<file path="src/rtl/fft_input_framer.sv">
// fft_input_framer
// Receive-side endpoint of the FFT sample-load stream. Collects eight complex
// samples into a frame buffer and holds the frame until the consumer acks it.
// Build option: define FFT_FRAMER_BITREV_EN to store samples at bit-reversed
// addresses (DIT input order); leave it undefined for natural order.
module fft_input_framer #(
   parameter int DATA_W = 32
) (
   input  logic              i_clk,
   input  logic              i_rst_n,
   input  logic              i_start,
   input  logic              i_valid,
   input  logic [DATA_W-1:0] i_re,
   input  logic [DATA_W-1:0] i_im,
   output logic              o_ready,
   output logic              o_frame_valid,
   input  logic              i_frame_ack,
   input  logic [2:0]        i_rd_addr,
   output logic [DATA_W-1:0] o_rd_re,
   output logic [DATA_W-1:0] o_rd_im,
   output logic [3:0]        o_count,
   output logic              o_overflow
);

   typedef enum logic {
      FILL = 1'b0,
      FULL = 1'b1
   } state_t;

   state_t              state;
   logic [2*DATA_W-1:0] frame_mem [8];
   logic                accept;
   logic [2:0]          wr_addr;

   // Storage slot for the k-th sample of a frame.
   function automatic logic [2:0] wa(input logic [2:0] k);
`ifdef FFT_FRAMER_BITREV_EN
      return {k[0], k[1], k[2]};
`else
      return k;
`endif
   endfunction

   // Handshake outputs come straight from the state register, never from inputs.
   assign o_ready       = (state == FILL);
   assign o_frame_valid = (state == FULL);

   // A restart in the same cycle discards the offered sample.
   assign accept  = i_valid & o_ready & ~i_start;
   assign wr_addr = wa(o_count[2:0]);

   // Frame control: state, sample count and sticky overflow.
   // NOTE: sequential state uses non-blocking (<=) so every register samples
   // pre-edge values; blocking here would create order-dependent simulation.
   always_ff @(posedge i_clk or negedge i_rst_n) begin
      if (!i_rst_n) begin
         state      <= FILL;
         o_count    <= 4'd0;
         o_overflow <= 1'b0;
      end else if (i_start) begin
         state      <= FILL;
         o_count    <= 4'd0;
         o_overflow <= 1'b0;
      end else begin
         case (state)
            FILL: begin
               if (accept) begin
                  o_count <= o_count + 4'd1;
                  if (o_count == 4'd7) begin
                     state <= FULL;
                  end
               end
            end
            FULL: begin
               // o_ready is low here, so any offered sample is an overflow,
               // including one that coincides with the ack.
               if (i_valid) begin
                  o_overflow <= 1'b1;
               end
               if (i_frame_ack) begin
                  state   <= FILL;
                  o_count <= 4'd0;
               end
            end
            default: begin
               state <= FILL;
            end
         endcase
      end
   end

   // Frame buffer write port.
   // NOTE: the buffer has no reset on purpose; it maps onto plain RAM/regfile
   // cells and consumers only read entries a completed frame has written.
   always_ff @(posedge i_clk) begin
      if (accept) begin
         frame_mem[wr_addr] <= {i_re, i_im};
      end
   end

   // Registered read port; same-address write in this cycle returns old data.
   always_ff @(posedge i_clk or negedge i_rst_n) begin
      if (!i_rst_n) begin
         o_rd_re <= '0;
         o_rd_im <= '0;
      end else begin
         o_rd_re <= frame_mem[i_rd_addr][2*DATA_W-1:DATA_W];
         o_rd_im <= frame_mem[i_rd_addr][DATA_W-1:0];
      end
   end

endmodule

</file>
<file path="config.mk">
export PLATFORM = sky130hd
export DESIGN_NAME = fft_input_framer
export DESIGN_NICKNAME = d
export VERILOG_FILES = /design/src/rtl/fft_input_framer.sv
export SDC_FILE = /design/constraint.sdc
export NUM_CORES = 1
export LEC_CHECK = 0
export ABC_AREA = 1
export BUFFER_PORTS_ARGS = -buffer_cell sky130_fd_sc_hd__buf_4
export CORE_MARGIN = 5
export CORE_UTILIZATION = 44
export DETAILED_ROUTE_END_ITERATION = 6
export GPL_ROUTABILITY_DRIVEN = 0
export GPL_TIMING_DRIVEN = 0
export PLACE_DENSITY = 0.71
export SLEW_MARGIN = 20
export SYNTH_ARGS = -nofsm -noshare
export SYNTH_HDL_FRONTEND = slang
export SYNTH_SLANG_ARGS = --single-unit
</file>
<file path="constraint.sdc">
create_clock -name i_clk -period 3.9 [get_ports i_clk]
set_input_delay 0.78 -clock i_clk [delete_from_list [all_inputs] [get_ports i_clk]]
set_output_delay 0.78 -clock i_clk [all_outputs]
set_load 0.05 [all_outputs]
</file>
# [Word-level counts from Yosys, hierarchy flattened]
# Memories as Yosys holds them, arrays and structs flattened. A register that Yosys moved wholly into a read port is not among the register bits.
# Index checks and enable logic that the tools add are counted.
[word_totals] register_bits=6 mem_bits_rw=512 input_bits=72 out_inout_bits=71 wordCells=31 n_memories=1
[op_classes] addsub=1 eq_ne=3 muxes=14 n_bitwise=4 reduce_logical=5
[mem_list] name="frame_mem" words=8 width=64 read_ports=1 rd_ports_with_merged_regs=1 wr=1 line_no="31" text="logic [2*DATA_W-1:0] frame_mem [8];"
[op_table] operator="$mux W4" count=3
[op_table] operator="$mux W1" count=9
[op_table] operator="$pmux W4 S2" count=1
[op_table] operator="$add A4 B1 Y4 const B" count=1
[op_table] operator="$eq A4 B3 Y1 const B" count=1
[op_table] operator="$reduce_and A2 Y1" count=2
[op_table] operator="$reduce_bool A2 Y1" count=2
[op_table] operator="$ne A3 B2 Y1 const B" count=1
[op_table] operator="$ne A3 B3 Y1 const B" count=1
[op_table] operator="$and A1 B1 Y1" count=2
[op_table] operator="$not A1 Y1" count=2
[op_table] operator="$pmux W1 S2" count=1
[op_table] operator="$logic_not A1 Y1" count=1

# [Logic depth before layout (Yosys ltp)]
# Gate-level depths: netlist of run 1.
[logic_depth] depth_word=6 depth_mapped=9 ltp_nobuf=7

# [Least setup slack after synthesis of run 1]
# No wires, ideal clock.
[synth_timing] path_kind="input to register" start="input i_start" end="memory frame_mem[1][0] (netlist bit), enable pin" setup_time_ns=0.487 arrival_ns=3.851 t_required_ns=3.413 slack_ns=-0.438 stages=5 path_buffers=0 cell_sequence="nor2_1 -> nand2_1 -> inv_1 -> nand2_1 -> nor2_1"
[synth_via] elab_chain_len=4
[synth_lines] item="from (decl)" line_no="11" text="input logic i_start,"
[synth_lines] item="$not A1 Y1" line_no="49" text="assign accept = i_valid & o_ready & ~i_start;"
[synth_lines] item="$and A1 B1 Y1" line_no="49"
[synth_lines] item="$mux W1" line_no="96" text="if (accept) begin"
[synth_lines] item="$mux W1 (implied by the code)" line_no="97" text="frame_mem[wr_addr] <= {i_re, i_im};"
[synth_lines] item="to (decl)" line_no="31"
# No other way between the ends.

# [Worst setup path after layout of run 1]
[layout_timing] start="register state, in the netlist o_frame_valid" end="memory frame_mem[3][19] (netlist bit), enable pin"
[layout_via] elab_chain_len=5
[layout_lines] item="from (decl)" line_no="30" text="state_t state;"
[layout_lines] item="from (signal assigned)" line_no="57" text="state <= FILL;"
[layout_lines] item="from (signal assigned)" line_no="61" text="state <= FILL;"
[layout_lines] item="from (signal assigned)" line_no="70" text="state <= FULL;"
[layout_lines] item="$not A1 Y1"
[layout_lines] item="$and A1 B1 Y1 (2 in series)" line_no="49"
[layout_lines] item="$mux W1" line_no="96"
[layout_lines] item="$mux W1 (implied by the code)" line_no="97"
# No other way between the ends.

==> metrics.txt, run 1 <==
critical path data required time=4.21 ns; post-DR vias/cell=5.12; critical path class=flip-flop to flip-flop; # clock sinks=582; share of cells above drive strength 1=0.174; final worst path period need=2.35 ns; Area growth syn-to-layout=20.3%; post-cts resize count=0; Post-CTS Hold Fix Bufs=0; Setup Fix Bufs, Post-CTS=0; DRT iter0 DRCs=1330; Core ar.=50400 um2; Hold Path Class=primary input to async pin; First-pass DRT Iterations=5; Post-Synthesis Cells=1820; initial antenna violation count=4; Reg clk slew, reported paths=0.06 ns; worst-path fanout max=20; I/O Pins=143; worst hold slack=0.199 ns; Seq/Total Area, Yosys=0.762; input/output buffers=141; Setup violations, final=0; Antenna Violating Nets Remaining=0; Worst slew margin=0.505; grt ovf=0; Startpoint Class=flip-flop; Worst setup EP type=flip-flop; RSZ-0062 raised after global routing=no; commonest non-fill, non-tap cell in the layout=nor2_1; synth warn=0; total CTS buffers=58; pwr dens=518 nW/um2; Max VDD drop=0.000335 V; die height=236 um; CTS tree=yes; # H-tree levels=2; reg2reg start=o_frame_valid$_DFF_PN0_; vias in the first global route=14.2k; Worst Setup EP=frame_mem[3][19]$_DFFE_PP_; fin crit share=0.604; outcome=completed; Worst EP arrival=2.67 ns; FILL cells=4014; clock latency on the worst-skew pair=0.62 ns; net count of the mapped netlist=1893; MaxCap Viol Count=0; R2R depth=7; Remaining DRCs=0; Routed WL=53600 um; post-DR wirelength/cell=19.3 um; final hold vios=0; Final HPWL DP=34000 um; RR Endpoint=frame_mem[3][19]$_DFFE_PP_; #FFs+latches synth=582; max-slew violations=0; clock skew=0.0179 ns; vias after detailed routing=14.2k; Initial Utilization=0.446; global-route usage over all layers=0.188; Cell Area, Placed=25000 um2; Critical Path Start=o_frame_valid$_DFF_PN0_; nets=2118; Synth Cell Area=22500 um2; die footprint=55700 um2; dpl ws=1.11 ns; Max Freq=425 MHz; CTS root buffer=clkbuf_16; mean post-synth cell area=12.4 um2; most frequent cells in the layout=517 x nor2_1, 512 x edfxtp_1, 335 x nand2_1; largest net degree at the start of global routing=71; clock tree buffer depth=3; first-pass GRT wire length=81800 um; Rows=82; Lkg Pwr=0.0103 uW; worst reg2reg setup slack=1.55 ns; die width=236 um; PnR worst setup slack=1.55 ns; number of unique standard cell types used by synthesis=22; Slew @ Worst Pin=0.742 ns; design area=27100 um2
critical path, cell delays in order, from the launching register on:
cell and delay [ns]:
dfrtp_1 0.42, nor2_1 0.13, nand2_1 0.09, inv_1 0.11
nand2_1 0.26, nor2_4 0.53, buf_12 0.27, buf_16 0.19
cell type report:
type	instances	area [um2]	share of cell area
antenna	1	2.50	0.0000925
buffer	98	731	0.0270
clock buffer	78	1650	0.0609
clock inverter	32	410	0.0152
inverter	13	53.8	0.00199
multi-input combinational	1127	4640	0.171
sequential	582	17100	0.633
tap	672	841	0.0311
timing repair buffer	165	1600	0.0592
worst min path at each step:
stage / cells past startpoint / slack [ns] / end / start
after floorplan: 0 / 0.48 / o_count[0]$_DFFE_PN0P_ / i_rst_n
after global placement: 2 / 0.48 / o_overflow$_DFFE_PN0P_ / o_overflow$_DFFE_PN0P_
after detailed placement: 2 / 0.49 / o_overflow$_DFFE_PN0P_ / o_overflow$_DFFE_PN0P_
after CTS: 2 / 0.30 / o_overflow$_DFFE_PN0P_ / i_start
after global routing: 1 / 0.24 / o_overflow$_DFFE_PN0P_ / i_rst_n
final: 1 / 0.20 / o_overflow$_DFFE_PN0P_ / i_rst_n
per-stage QoR:
stage	power, uW	utilization	instances	setup TNS (ns)
final	14000	0.537	2768	0
after detailed placement	8240	0.496	2657	0
after floorplan	7760	-	1820	-221.83
after global placement	8190	0.484	2633	-1448.40
after CTS	14100	0.537	2767	0
after global routing	14500	0.537	2768	0
synthesized netlist by cell type:
cell type	n	area [um2]
nor2_1	525	1970
edfxtp_1	512	15400
nand2_1	335	1260
o21ai_0	218	1090
dfrtp_1	70	1750
o21ai_1	41	205
buf_2	37	185
buf_6	22	248
clkbuf_2	15	75.1
clkbuf_8	11	151
inv_1	11	41.3
buf_4	6	45.0
clkbuf_1	6	22.5
a21oi_1	2	10.0
nand4_1	2	12.5
buf_1	1	3.75
ha_1	1	12.5
inv_2	1	3.75
inv_6	1	8.76
nand3_1	1	5.00
o31ai_1	1	7.51
or2_2	1	6.26
power breakdown:
| part | internal, uW | switching, uW |
|---|---|---|
| combinational | 343 | 796 |
| sequential | 6930 | 39.6 |
| clock | 3570 | 2340 |
sequential cells by signal (all words and copies together), names as in the netlist:
name / flops
frame_mem: 512
o_rd_im: 32
o_rd_re: 32
o_count: 4
o_frame_valid: 1
o_overflow: 1
cell families (layout without fill, tap and decap cells):
family / Yosys count / after routing / share of synthesized area
buf+inv: 111 / 386 / 0.0349
other cells: 0 / 1 / 0
simple gates: 864 / 864 / 0.145
fa+ha+maj: 1 / 1 / 0.000556
flops: 582 / 582 / 0.762
compound gates: 262 / 262 / 0.0584
routing by layer:
layer  vias up  wire (um)  GRT usage
met5         -         34          0
met4         6       1360     0.0535
met3       101       4160     0.0428
met2       518      26200      0.317
met1      6866      21800      0.248
li1       6670          -          -
Note: power is estimated with default switching activity, not from simulation.
==> run 2: changes to the inputs <==
- ABC_AREA: 1 -> 0
- clock period: 3.9 -> 1.9 ns (I/O delays scaled with it)
==> metrics.txt, run 2 <==
RSZ-0062 raised after global routing=yes (was no); final hold vios=0 (unchanged); Startpoint Class=flip-flop (unchanged); CTS root buffer=clkbuf_16 (unchanged); top-area cell type share of the netlist area=0.726 (was 0.684); max-slew violations=0 (unchanged); largest net degree at the start of global routing=39 (was 71); DRT iter0 DRCs=907 (was 1330); Worst slew margin=0.388 (was 0.505); Initial Utilization=0.445 (was 0.446); total CTS buffers=58 (unchanged); global-route usage over all layers=0.172 (was 0.188); Clock Power Share=0.416 (was 0.421); Gate power share=0.074 (was 0.081); Slew @ Worst Pin=0.917 ns (was 0.742 ns); Post-Synthesis Cells=851 (was 1820); clock tree buffer depth=3 (unchanged); first-pass GRT wire length=67900 um (was 81800 um); commonest non-fill, non-tap cell in the layout=edfxtp_1 (was nor2_1); Area growth syn-to-layout=27.1% (was 20.3%); Synth Cell Area=21200 um2 (was 22500 um2); area leader, netlist=edfxtp_1 (unchanged); Max VDD drop=0.000696 V (was 0.000335 V); Seq/Total Area, Yosys=0.808 (was 0.762); clock latency on the worst-skew pair=0.61 ns (was 0.62 ns); Lkg Pwr=0.00920 uW (was 0.0103 uW); Critical-path top delay cell=dfrtp_2 (was nor2_4); most numerous cell in the Yosys netlist=edfxtp_1 (was nor2_1); die height=229 um (was 236 um); Power, Total=28000 uW (was 14000 uW); vias after detailed routing=9871 (was 14.2k); Core ar.=47600 um2 (was 50400 um2); FILL cells=3501 (was 4014); sequential share of power=0.510 (was 0.497); outcome=completed (unchanged); most frequent cells in the layout=512 x edfxtp_1, 165 x buf_4, 128 x mux4_2 (was 517 x nor2_1, 512 x edfxtp_1, 335 x nand2_1); vias in the first global route=10.6k (was 14.2k); max FFs per register=512 (unchanged); pwr dens=1040 nW/um2 (was 518 nW/um2); Setup TNS Final=0 ns (unchanged); Hold Path Class=primary input to flip-flop (was primary input to async pin); # H-tree levels=2 (unchanged); EDFF count, synth=512 (unchanged); net count of the mapped netlist=924 (was 1893); Setup violations, final=0 (unchanged); input/output buffers=138 (was 141); Top reg by flops=frame_mem (unchanged); die footprint=52600 um2 (was 55700 um2); clock skew=0.0138 ns (was 0.0179 ns); number of unique standard cell types used by synthesis=25 (was 22); die width=229 um (was 236 um); Remaining DRCs=0 (unchanged); Top cell by count, worst path=buf_6 (was nand2_1); ys flop type=edfxtp_1 (unchanged); most frequent cells after synthesis=512 x edfxtp_1, 128 x mux4_2, 70 x dfrtp_1 (was 525 x nor2_1, 512 x edfxtp_1, 335 x nand2_1); post-DR vias/cell=5.32 (was 5.12); critical path data required time=2.21 ns (was 4.21 ns); First-pass DRT Iterations=4 (was 5); initial antenna violation count=3 (was 4); worst stage delay on the critical path=0.43 ns (was 0.53 ns); critical path class=flip-flop to flip-flop (unchanged); I/O Pins=143 (unchanged); Top Registers=frame_mem: 512 flops, o_rd_im: 32 flops, o_rd_re: 32 flops (unchanged); # clock sinks=582 (unchanged); final worst path period need=1.86 ns (was 2.35 ns); MaxCap Viol Count=0 (unchanged); Reg clk slew, reported paths=0.06 ns (about the same); share of cells above drive strength 1=0.426 (was 0.174); worst-path fanout max=10 (was 20); Max Freq=539 MHz (was 425 MHz); Antenna Violating Nets Remaining=0 (unchanged); Worst EP arrival=2.17 ns (was 2.67 ns); nets=1263 (was 2118); CTS tree=yes (unchanged); post-DR wirelength/cell=24.9 um (was 19.3 um); grt ovf=0 (unchanged); mean post-synth cell area=24.9 um2 (was 12.4 um2); Rows=80 (was 82); Routed WL=46100 um (was 53600 um); Synth area leaders=edfxtp_1 73%, mux4_2 14%, dfrtp_1 8.3% (was edfxtp_1 68%, nor2_1 8.8%, dfrtp_1 7.8%); synth warn=0 (unchanged); Post-synth ARST share=0.120 (unchanged); sw power=5920 uW (was 3170 uW); fin crit share=0.977 (was 0.604); #FFs+latches synth=582 (unchanged); Final HPWL DP=27300 um (was 34000 um); Worst setup EP type=flip-flop (unchanged); switching part of the total=0.211 (was 0.227); Int Pwr=22100 uW (was 10800 uW); crit-path cells=nor2_4 > buf_6 > nand3b_1 > buf_6 > nor2_4 > buf_6 > bufbuf_16 (was nor2_1 > nand2_1 > inv_1 > nand2_1 > nor2_4 > buf_12 > buf_16)
-- run 2: cell types whose count changed after synthesis, sizes merged, moves of 3 or more --
| cell | previous run | this run |
|---|---|---|
| buf | 66 | 23 |
| clkbuf | 32 | 14 |
| inv | 13 | 2 |
| mux2 | 0 | 65 |
| mux4 | 0 | 128 |
| nand2 | 335 | 5 |
| nand2b | 0 | 3 |
| nor2 | 525 | 11 |
| o21ai | 259 | 0 |
-- run 2: what timing repair did --
item / in CTS / in global routing
endpoints found under the hold margin: 549 / 0
pin swaps: 9 / 4
gates resized for setup: 17 / 12
setup buffers: 28 / 10
cloned: 5 / 7
setup endpoints to repair: 436 / 126
hold buffers: 66 / 0
-- run 2: path summary, 6_finish.rpt --
kind / startpoint / to / slack, ns / cells after the start
worst max-delay path: o_frame_valid$_DFF_PN0_ / frame_mem[4][40]$_DFFE_PP_ / 0.04 / 7
worst min-delay path: i_start / o_count[3]$_DFFE_PN0P_ / 0.11 / 2
worst max register to register: o_frame_valid$_DFF_PN0_ / frame_mem[4][40]$_DFFE_PP_ / 0.04 / 7
worst min register to register: o_overflow$_DFFE_PN0P_ / o_overflow$_DFFE_PN0P_ / 0.50 / 2
max in group asynchronous: i_rst_n / o_rd_im[28]$_DFF_PN0_ / 0.97 / 3
min in group asynchronous: i_rst_n / o_rd_re[17]$_DFF_PN0_ / 0.30 / 2
-- run 2: metrics by stage --
step,cell area (um2),utilization,setup slack [ns],instances,hold slack (ns)
CTS,26700,0.560,-0.0360,1838,0.0554
floorplan,21300,-,-1.19,851,0.0844
global placement,23100,0.485,-2.93,1604,0.490
detailed placement,23700,0.498,-0.910,1635,0.398
finish,26900,0.565,0.0437,1855,0.107
global route,26900,0.565,-0.0451,1855,0.115
-- run 2: kinds of logic (layout without fill, tap and decap cells) --
logic type                 Yosys count  after routing  synth area share
muxes                              193            193             0.171
and+or+nand+nor                     28             28           0.00638
adders and majority gates            1              1          0.000590
DFF                                582            582             0.808
AOI/OAI and AO/OA                    7              7           0.00201
other                                0              2                 0
xor gates and xnor gates             1              1          0.000413
buffers and inverters               39            426            0.0118
-- run 2: power groups by stage --
stage	Clock [uW]	Sequential (uW)	Combinational, uW
final	11700	14300	2060
after global routing	12500	14300	2190
after CTS	11900	14300	2070
after detailed placement	0	14600	1910
after global placement	0	14600	1800
after floorplan	0	15000	678
-- run 2: layer usage --
layer / track usage / wire length [um] / vias up
met3: 0.0374 / 2900 / 64
met1: 0.236 / 19300 / 5245
met4: 0.0434 / 869 / 2
met5: 0 / 7 / -
li1: - / - / 4266
met2: 0.283 / 23000 / 294
-- run 2: final cells by class --
class	instances	area [um2]	area share
Clock buffer	82	1620	0.0603
Sequential cell	582	17100	0.636
Clock inverter	26	332	0.0123
Inverter	2	7.51	0.000279
Tap cell	615	769	0.0286
Antenna cell	2	5.00	0.000186
Timing Repair Buffer	279	2890	0.107
Multi-Input combinational cell	230	3910	0.145
Buffer	37	253	0.00939
-- run 2: worst max-delay path: cells and delay by family (launching register included) --
kind	cells	cell delay (ns)
buffers and inverters	4	0.74
flip-flops	1	0.43
AND/OR/NAND/NOR	3	0.39
